### src/rtl/eth_header_parser_if.sv
// Byte-stream bus for eth_header_parser: the pcap replay source side
// (available/datavalid/data/newpkt/pause) and the payload FIFO output side.
interface eth_header_parser_if;
    logic       available;
    logic       datavalid;
    logic [7:0] data;
    logic       newpkt;
    logic       pause;
    logic       out_valid;
    logic [7:0] out_data;
    logic       out_sop;
    logic       out_eop;
    logic       out_ready;

    modport slave (
        input  available, datavalid, data, newpkt, out_ready,
        output pause, out_valid, out_data, out_sop, out_eop
    );
    modport master (
        output available, datavalid, data, newpkt, out_ready,
        input  pause, out_valid, out_data, out_sop, out_eop
    );
endinterface

### src/rtl/eth_header_parser.sv
// Ethernet header parser: extracts dst/src MAC and ethertype, forwards payload
// through a FWFT FIFO. Optional 802.1Q tag stripping under `VLAN_STRIP_EN`.
module eth_header_parser #(
    parameter int FIFO_DEPTH = 16,
    parameter int CNT_W      = 16
) (
    input  logic               CLOCK,
    input  logic               RESET_N,
    eth_header_parser_if.slave bus,
    output logic               hdr_valid,
    output logic [47:0]        dst_mac,
    output logic [47:0]        src_mac,
    output logic [15:0]        ethertype,
    output logic               err_runt,
    output logic               err_abort,
    output logic               overflow,
    output logic [CNT_W-1:0]   frame_count,
    output logic [CNT_W-1:0]   runt_count
`ifdef VLAN_STRIP_EN
    ,
    output logic               vlan_present,
    output logic [15:0]        vlan_tci
`endif
);

    localparam int AW = $clog2(FIFO_DEPTH);
    // The final header byte is taken straight from the bus, so it is never stored.
`ifdef VLAN_STRIP_EN
    localparam int HB = 17;
`else
    localparam int HB = 13;
`endif

    typedef enum logic [1:0] {IDLE, HDR, PAYLOAD} state_t;

    state_t             state_q, state_d;
    logic [4:0]         bidx_q, bidx_d;
    logic               avail_q;
    logic               stb, last;
    logic               hdr_done, runt, abort, push, vlan_tag;
    logic [HB-1:0][7:0] hdr_q;
    logic               hdr_valid_q, err_runt_q, err_abort_q, sop_q;
    logic [47:0]        dst_q, src_q;
    logic [15:0]        et_q;
    logic [CNT_W-1:0]   frame_cnt_q, runt_cnt_q;
`ifdef VLAN_STRIP_EN
    logic               vp_q;
    logic [15:0]        tci_q;
`endif

    // datavalid is sticky at the source, so a byte also needs the frame window.
    assign stb  = bus.datavalid & ~bus.newpkt & (bus.available | avail_q);
    assign last = stb & ~bus.available & avail_q;

    always_ff @(posedge CLOCK or negedge RESET_N) begin
        if (!RESET_N) begin
            state_q <= IDLE;
            bidx_q  <= '0;
        end else begin
            state_q <= state_d;
            bidx_q  <= bidx_d;
        end
    end

    always_comb begin
        state_d = state_q;
        bidx_d  = bidx_q;
        if (bus.newpkt) begin
            state_d = HDR;
            bidx_d  = '0;
        end else begin
            if (stb) bidx_d = (bidx_q == 5'd31) ? bidx_q : bidx_q + 5'd1;
            case (state_q)
                HDR: begin
                    if (hdr_done)  state_d = last ? IDLE : PAYLOAD;
                    else if (last) state_d = IDLE;
                end
                PAYLOAD: if (last) state_d = IDLE;
                default: ;
            endcase
        end
    end

    always_comb begin
        vlan_tag = 1'b0;
`ifdef VLAN_STRIP_EN
        vlan_tag = (bidx_q == 5'd13) ? ({hdr_q[12], bus.data} == 16'h8100)
                                     : ({hdr_q[12], hdr_q[13]} == 16'h8100);
`endif
        hdr_done = (state_q == HDR) & stb &
                   (((bidx_q == 5'd13) & ~vlan_tag) | ((bidx_q == 5'd17) & vlan_tag));
        runt     = (state_q == HDR) & last & ~hdr_done;
        abort    = bus.newpkt & (state_q != IDLE);
        push     = (state_q == PAYLOAD) & stb;
    end

    always_ff @(posedge CLOCK or negedge RESET_N) begin
        if (!RESET_N) begin
            avail_q     <= 1'b0;
            hdr_q       <= '0;
            hdr_valid_q <= 1'b0;
            err_runt_q  <= 1'b0;
            err_abort_q <= 1'b0;
            dst_q       <= '0;
            src_q       <= '0;
            et_q        <= '0;
            frame_cnt_q <= '0;
            runt_cnt_q  <= '0;
`ifdef VLAN_STRIP_EN
            vp_q        <= 1'b0;
            tci_q       <= '0;
`endif
        end else begin
            avail_q     <= bus.available;
            hdr_valid_q <= hdr_done;
            err_runt_q  <= runt;
            err_abort_q <= abort;
            if ((state_q == HDR) && stb)
                for (int i = 0; i < HB; i++)
                    if (bidx_q == 5'(i)) hdr_q[i] <= bus.data;
            if (hdr_done) begin
                dst_q       <= {hdr_q[0], hdr_q[1], hdr_q[2], hdr_q[3], hdr_q[4], hdr_q[5]};
                src_q       <= {hdr_q[6], hdr_q[7], hdr_q[8], hdr_q[9], hdr_q[10], hdr_q[11]};
                frame_cnt_q <= frame_cnt_q + 1'b1;
`ifdef VLAN_STRIP_EN
                vp_q <= vlan_tag;
                if (vlan_tag) begin
                    tci_q <= {hdr_q[14], hdr_q[15]};
                    et_q  <= {hdr_q[16], bus.data};
                end else begin
                    tci_q <= '0;
                    et_q  <= {hdr_q[12], bus.data};
                end
`else
                et_q <= {hdr_q[12], bus.data};
`endif
            end
            if (runt) runt_cnt_q <= runt_cnt_q + 1'b1;
        end
    end

    // Payload FIFO, entries are {eop, sop, data}.
    logic [9:0]    mem_q [FIFO_DEPTH];
    logic [AW-1:0] wr_ptr_q, rd_ptr_q;
    logic [AW:0]   cnt_q, cnt_d;
    logic          full, rd, wr, pause_q, ovf_q;

    assign full          = (cnt_q == (AW+1)'(FIFO_DEPTH));
    assign bus.out_valid = (cnt_q != '0);
    assign rd            = bus.out_valid & bus.out_ready;
    assign wr            = push & (~full | rd);

    always_comb begin
        cnt_d = cnt_q;
        if (wr && !rd)      cnt_d = cnt_q + 1'b1;
        else if (rd && !wr) cnt_d = cnt_q - 1'b1;
    end

    always_ff @(posedge CLOCK) begin
        if (wr) mem_q[wr_ptr_q] <= {last, sop_q, bus.data};
    end

    always_ff @(posedge CLOCK or negedge RESET_N) begin
        if (!RESET_N) begin
            wr_ptr_q <= '0;
            rd_ptr_q <= '0;
            cnt_q    <= '0;
            pause_q  <= 1'b0;
            ovf_q    <= 1'b0;
            sop_q    <= 1'b0;
        end else begin
            if (wr) wr_ptr_q <= wr_ptr_q + 1'b1;
            if (rd) rd_ptr_q <= rd_ptr_q + 1'b1;
            cnt_q   <= cnt_d;
            // Two entries of slack cover the source's one-cycle reaction time.
            pause_q <= (cnt_d >= (AW+1)'(FIFO_DEPTH - 2));
            if (push && full && !rd) ovf_q <= 1'b1;
            if (hdr_done)  sop_q <= 1'b1;
            else if (push) sop_q <= 1'b0;
        end
    end

    assign {bus.out_eop, bus.out_sop, bus.out_data} = bus.out_valid ? mem_q[rd_ptr_q] : 10'd0;
    assign bus.pause   = pause_q;
    assign hdr_valid   = hdr_valid_q;
    assign dst_mac     = dst_q;
    assign src_mac     = src_q;
    assign ethertype   = et_q;
    assign err_runt    = err_runt_q;
    assign err_abort   = err_abort_q;
    assign overflow    = ovf_q;
    assign frame_count = frame_cnt_q;
    assign runt_count  = runt_cnt_q;
`ifdef VLAN_STRIP_EN
    assign vlan_present = vp_q;
    assign vlan_tci     = tci_q;
`endif

endmodule

### src/flat_wrapper.sv
// flat-port wrapper written by rule: the top's interface ports become plain ports
module eth_header_parser_flat 
#(
    parameter int FIFO_DEPTH = 16,
    parameter int CNT_W      = 16
)
  (CLOCK, RESET_N, hdr_valid, dst_mac, src_mac, ethertype, err_runt, err_abort, overflow, frame_count, runt_count, bus_available, bus_datavalid, bus_data, bus_newpkt, bus_out_ready, bus_pause, bus_out_valid, bus_out_data, bus_out_sop, bus_out_eop);
  eth_header_parser_if bus_i ();
  input  logic CLOCK;
  input  logic RESET_N;
  output logic hdr_valid;
  output logic [47:0] dst_mac;
  output logic [47:0] src_mac;
  output logic [15:0] ethertype;
  output logic err_runt;
  output logic err_abort;
  output logic overflow;
  output logic [CNT_W-1:0] frame_count;
  output logic [CNT_W-1:0] runt_count;
  input wire logic [$bits(bus_i.available)-1:0] bus_available;
  input wire logic [$bits(bus_i.datavalid)-1:0] bus_datavalid;
  input wire logic [$bits(bus_i.data)-1:0] bus_data;
  input wire logic [$bits(bus_i.newpkt)-1:0] bus_newpkt;
  input wire logic [$bits(bus_i.out_ready)-1:0] bus_out_ready;
  output wire logic [$bits(bus_i.pause)-1:0] bus_pause;
  output wire logic [$bits(bus_i.out_valid)-1:0] bus_out_valid;
  output wire logic [$bits(bus_i.out_data)-1:0] bus_out_data;
  output wire logic [$bits(bus_i.out_sop)-1:0] bus_out_sop;
  output wire logic [$bits(bus_i.out_eop)-1:0] bus_out_eop;
  assign bus_i.available = bus_available;
  assign bus_i.datavalid = bus_datavalid;
  assign bus_i.data = bus_data;
  assign bus_i.newpkt = bus_newpkt;
  assign bus_i.out_ready = bus_out_ready;
  assign bus_pause = bus_i.pause;
  assign bus_out_valid = bus_i.out_valid;
  assign bus_out_data = bus_i.out_data;
  assign bus_out_sop = bus_i.out_sop;
  assign bus_out_eop = bus_i.out_eop;
  eth_header_parser #(.FIFO_DEPTH(FIFO_DEPTH), .CNT_W(CNT_W)) u_core (.CLOCK(CLOCK), .RESET_N(RESET_N), .bus(bus_i), .hdr_valid(hdr_valid), .dst_mac(dst_mac), .src_mac(src_mac), .ethertype(ethertype), .err_runt(err_runt), .err_abort(err_abort), .overflow(overflow), .frame_count(frame_count), .runt_count(runt_count));
endmodule
### config.mk
export PLATFORM = sky130hd
export DESIGN_NAME = eth_header_parser_flat
export DESIGN_NICKNAME = d
export VERILOG_FILES = /design/src/rtl/eth_header_parser_if.sv /design/src/rtl/eth_header_parser.sv /design/src/flat_wrapper.sv
export SDC_FILE = /design/constraint.sdc
export NUM_CORES = 1
export LEC_CHECK = 0
export CAP_MARGIN = 20
export CORE_AREA = 2 2 205 248
export DETAILED_ROUTE_END_ITERATION = 10
export DIE_AREA = 0 0 207 250
export PLACE_DENSITY = 0.64
export SLEW_MARGIN = 10
export SYNTH_ARGS = -nofsm -noshare
export SYNTH_HDL_FRONTEND = slang
export SYNTH_SLANG_ARGS = --single-unit
### constraint.sdc
create_clock -name CLOCK -period 2.88 [get_ports CLOCK]
set_clock_uncertainty 0.2 [all_clocks]
set_input_delay 0.432 -clock CLOCK [delete_from_list [all_inputs] [get_ports CLOCK]]
set_output_delay 0.432 -clock CLOCK [all_outputs]
set_load 0.01 [all_outputs]
==> results.toml <==
[run_status]
outcome = "finished, violations left"
violations = "setup timing"

[timing]
clock.fmax_ghz = 0.305
setup_violations = 10
max-slew-margin-rel_pct = 55.0
finalWorstSetupSlack_ns = -0.399
period_needed_ns = 3.28
rsz0062_at_grt = "true"
finalCritPeriodShare_pct = 114
finalSetupTns_ns = -3.44
slew_viol_final = 0
hold_viol_final = 0
worstMarginPinSlew_ns = 0.676

[detailed_routing]
postRouteAntennaNets = 0
avgRoutedWirePerCell_microns = 19.8
vias_per_cell = 4.83
dr.pass1.iters = 5
vias = 10400
drtIter0Drc = 537
drc = 0
wl_microns = 42400

[layout]
final_nets = 1490
fin_util_pct = 44.2
diodes = 0
area_growth_pct = 28.0
drive_gt1_share_pct = 23.5
fillCellCount = 4483

[synth]
synth-edff-count = 160
synthMuxAreaShare_pct = 13.7
yosys_register_bits = 435
synth_compound_area_share_pct = 0.702
yosysTopAreaCell = "dfrtp_1"
syn_avg_cell_area_sq_um = 14.0
yosysUniqueCellTypes = 51
synth_xor_area_share_pct = 2.10
synth.most_common_cell = "nand2_1"
synthSimpleGateAreaFrac_pct = 12.4
ys_seq_area_share_pct = 68.3
ys_warn_count = 0
synth_ff_type = "dfrtp_1"
synth.net_count = 1249
synthCells = 1221
synthAdderAreaFrac_pct = 1.02
async_reset_ff_share_pct = 63.2
netlist_area_sq_um = 17100
synth.top_cell.area_share_pct = 40.2
synth.area.top_cells = "dfrtp_1, edfxtp_1, nand2_1, mux2_2, mux4_2"
synth_top_family_by_area = "multiplexers"
synth_common_cells = "nand2_1, dfrtp_1, edfxtp_1"

[worst_setup_path]
rrSetupSlack_ns = 0.18
timing.rr.end = "u_core.bus.pause"
crit_end = "bus_out_data[4]"
cp_slowest_cell = "mux4_2"
cp.arrival_ns = 2.65
r2r_start = "u_core.cnt_q[0]"
setup.worst_path.start_class = "flip-flop"
path_class = "reg2out"
worstSetupEndpointType = "output pin"
cp_cell_sequence = "buf_6, buf_12, buf_8, mux4_2, mux4_2, and2_1, buf_2"
cp_common_cell = "mux4_2"
critPathMaxFanout = 4
startpoint = "u_core.rd_ptr_q[0]"
crit_path_max_incr_delay_ns = 0.50
required_ns = 2.25
r2r_cells = 8

[power_and_ir_drop]
internal_power_uw = 11800
switching_power_uw = 3900
cellPowerDensity_nw_per_um2 = 718
clock_power_share_pct = 38.7
vdd_drop_max_uv = 459
seqPwrFrac_pct = 43.3
power_frac_comb_pct = 18.1
power_leakage_uw = 0.00966
switching_share_pct = 24.8

[placed_design]
io_buffers = 173
dp_hpwl_microns = 25600
dp_slack_ns = -0.0709
gp_congestion = 0.782

[grt]
antenna_found_initial = 1
grt.total_usage_pct = 16.4
grt_max_degree = 118
overflow = 0
grt_pass1_vias = 10800
grt_pass1_wl_microns = 65100

[clock_network]
cts_root_buf = "clkbuf_16"
cts.clk_slew.worst_paths_ns = 0.06
clk_latency_ns = 0.60
cts_tree = "yes"
clockBufferDepth = 3
cts_htree_levels = 2
clock-sinks = 435
numCtsBuffers = 45

[floorplanning]
die_x_microns = 207
die_area_sq_um = 51800
fp-row-count = 90
coreArea_sq_um = 49500
dieHeight_microns = 250
top_level_ports = 174
start_util_pct = 34.5

[min_path]
hold_class = "in2reg"

[job]
maxCapViolations = 0
critical path: cells and delay by family, from the launching register on:
family | cells | cell delay, ns
flops | 1 | 0.40
buf+inv | 4 | 0.50
simple gates | 1 | 0.17
mux | 2 | 0.98
cell type report:
type / instances / area, sq um / area share, %
clock buffer: 56 / 1200 / 5.47
inverter: 11 / 43.8 / 0.200
sequential: 435 / 11700 / 53.3
multi-input combinational: 719 / 5200 / 23.7
tap: 644 / 806 / 3.68
clock inverter: 28 / 357 / 1.63
timing repair buffer: 250 / 2620 / 11.9
flip-flops by register name (all words and copies together) (netlist names), 2 cells and up:
name,cells
u_core.cnt_q,5
u_core.wr_ptr_q,4
u_core.src_mac,48
u_core.frame_count,16
u_core.mem_q,160
u_core.state_q,2
u_core.runt_count,16
u_core.ethertype,16
u_core.bidx_q,5
u_core.rd_ptr_q,4
u_core.hdr_q,104
u_core.dst_mac,48
power groups by stage:
stage / Sequential [uW] / Combinational (uW) / Clock, uW
after global routing: 6830 / 3050 / 6490
after detailed placement: 6910 / 2380 / 0
after floorplan: 6870 / 1520 / 0
after global placement: 6900 / 2340 / 0
final: 6810 / 2840 / 6090
after CTS: 6800 / 2760 / 6240
layout by cell type, fill, tap and decap left out, types with 8 or more instances in the layout:
master           Yosys  layout
and2_4               1       8
and3_1              10      10
buf_12               0      22
buf_4                0      50
buf_6                3       9
clkbuf_1            40       8
clkbuf_16            0      46
clkdlybuf4s50_1      0     161
clkinv_2             0       8
dfrtp_1            275     274
edfxtp_1           160     160
ha_1                14      13
inv_1               10       8
mux2_2             105     105
mux4_2              50      50
nand2_1            371     371
nand2_2              8       8
nand3_1             18      18
nand4_1             11      11
nor2_1              19      19
xnor2_1             32      32
xor2_1               9       9
routing by layer:
layer | track usage [%] | up-vias | wire length (microns)
li1 | - | 4711 | -
met1 | 20.4 | 5308 | 17600
met2 | 27.8 | 271 | 20900
met4 | 5.08 | 2 | 1090
met5 | 0 | - | 13
met3 | 4.63 | 61 | 2830
kinds of logic (layout without fill, tap and decap cells):
family                   Yosys count  count (layout)
XOR/XNOR                          41              41
AO/OA/AOI/OAI                     17              17
adder cells (fa/ha/maj)           14              14
flip-flops                       435             435
multiplexers                     158             158
AND/OR/NAND/NOR                  488             489
buffers and inverters             68             345
stage by stage:
| stage | instances | hold slack [ns] | area (sq um) | total power [uW] |
|---|---|---|---|---|
| after floorplan | 1221 | -0.0636 | 17100 | 8380 |
| after global placement | 2037 | 0.242 | 20100 | 9240 |
| after detailed placement | 2037 | 0.251 | 20100 | 9290 |
| after CTS | 2139 | 0.142 | 21800 | 15800 |
| after global routing | 2143 | 0.138 | 21900 | 16400 |
| final | 2143 | 0.178 | 21900 | 15700 |
worst min-delay path by stage:
stage                              end              from  slack, ns  depth (start not counted)
floorplan               u_core.avail_q           RESET_N      -0.06                          0
global placement    u_core.dst_mac[35]  u_core.hdr_q[11]       0.24                          2
detailed placement  u_core.src_mac[10]  u_core.hdr_q[82]       0.25                          2
CTS                     u_core.avail_q     bus_available       0.14                          1
global route            u_core.avail_q     bus_available       0.14                          1
finish                  u_core.avail_q     bus_available       0.18                          1
what timing repair did:
item                                   CTS  global route
hold buffers                             1             0
resized for setup                       60            13
cloned                                   3             1
buffers inserted                        14             5
pin swaps                                6             6
setup endpoints to repair               11            11
endpoints found under the hold margin   70             0
Power figures use the tool's default switching activity.
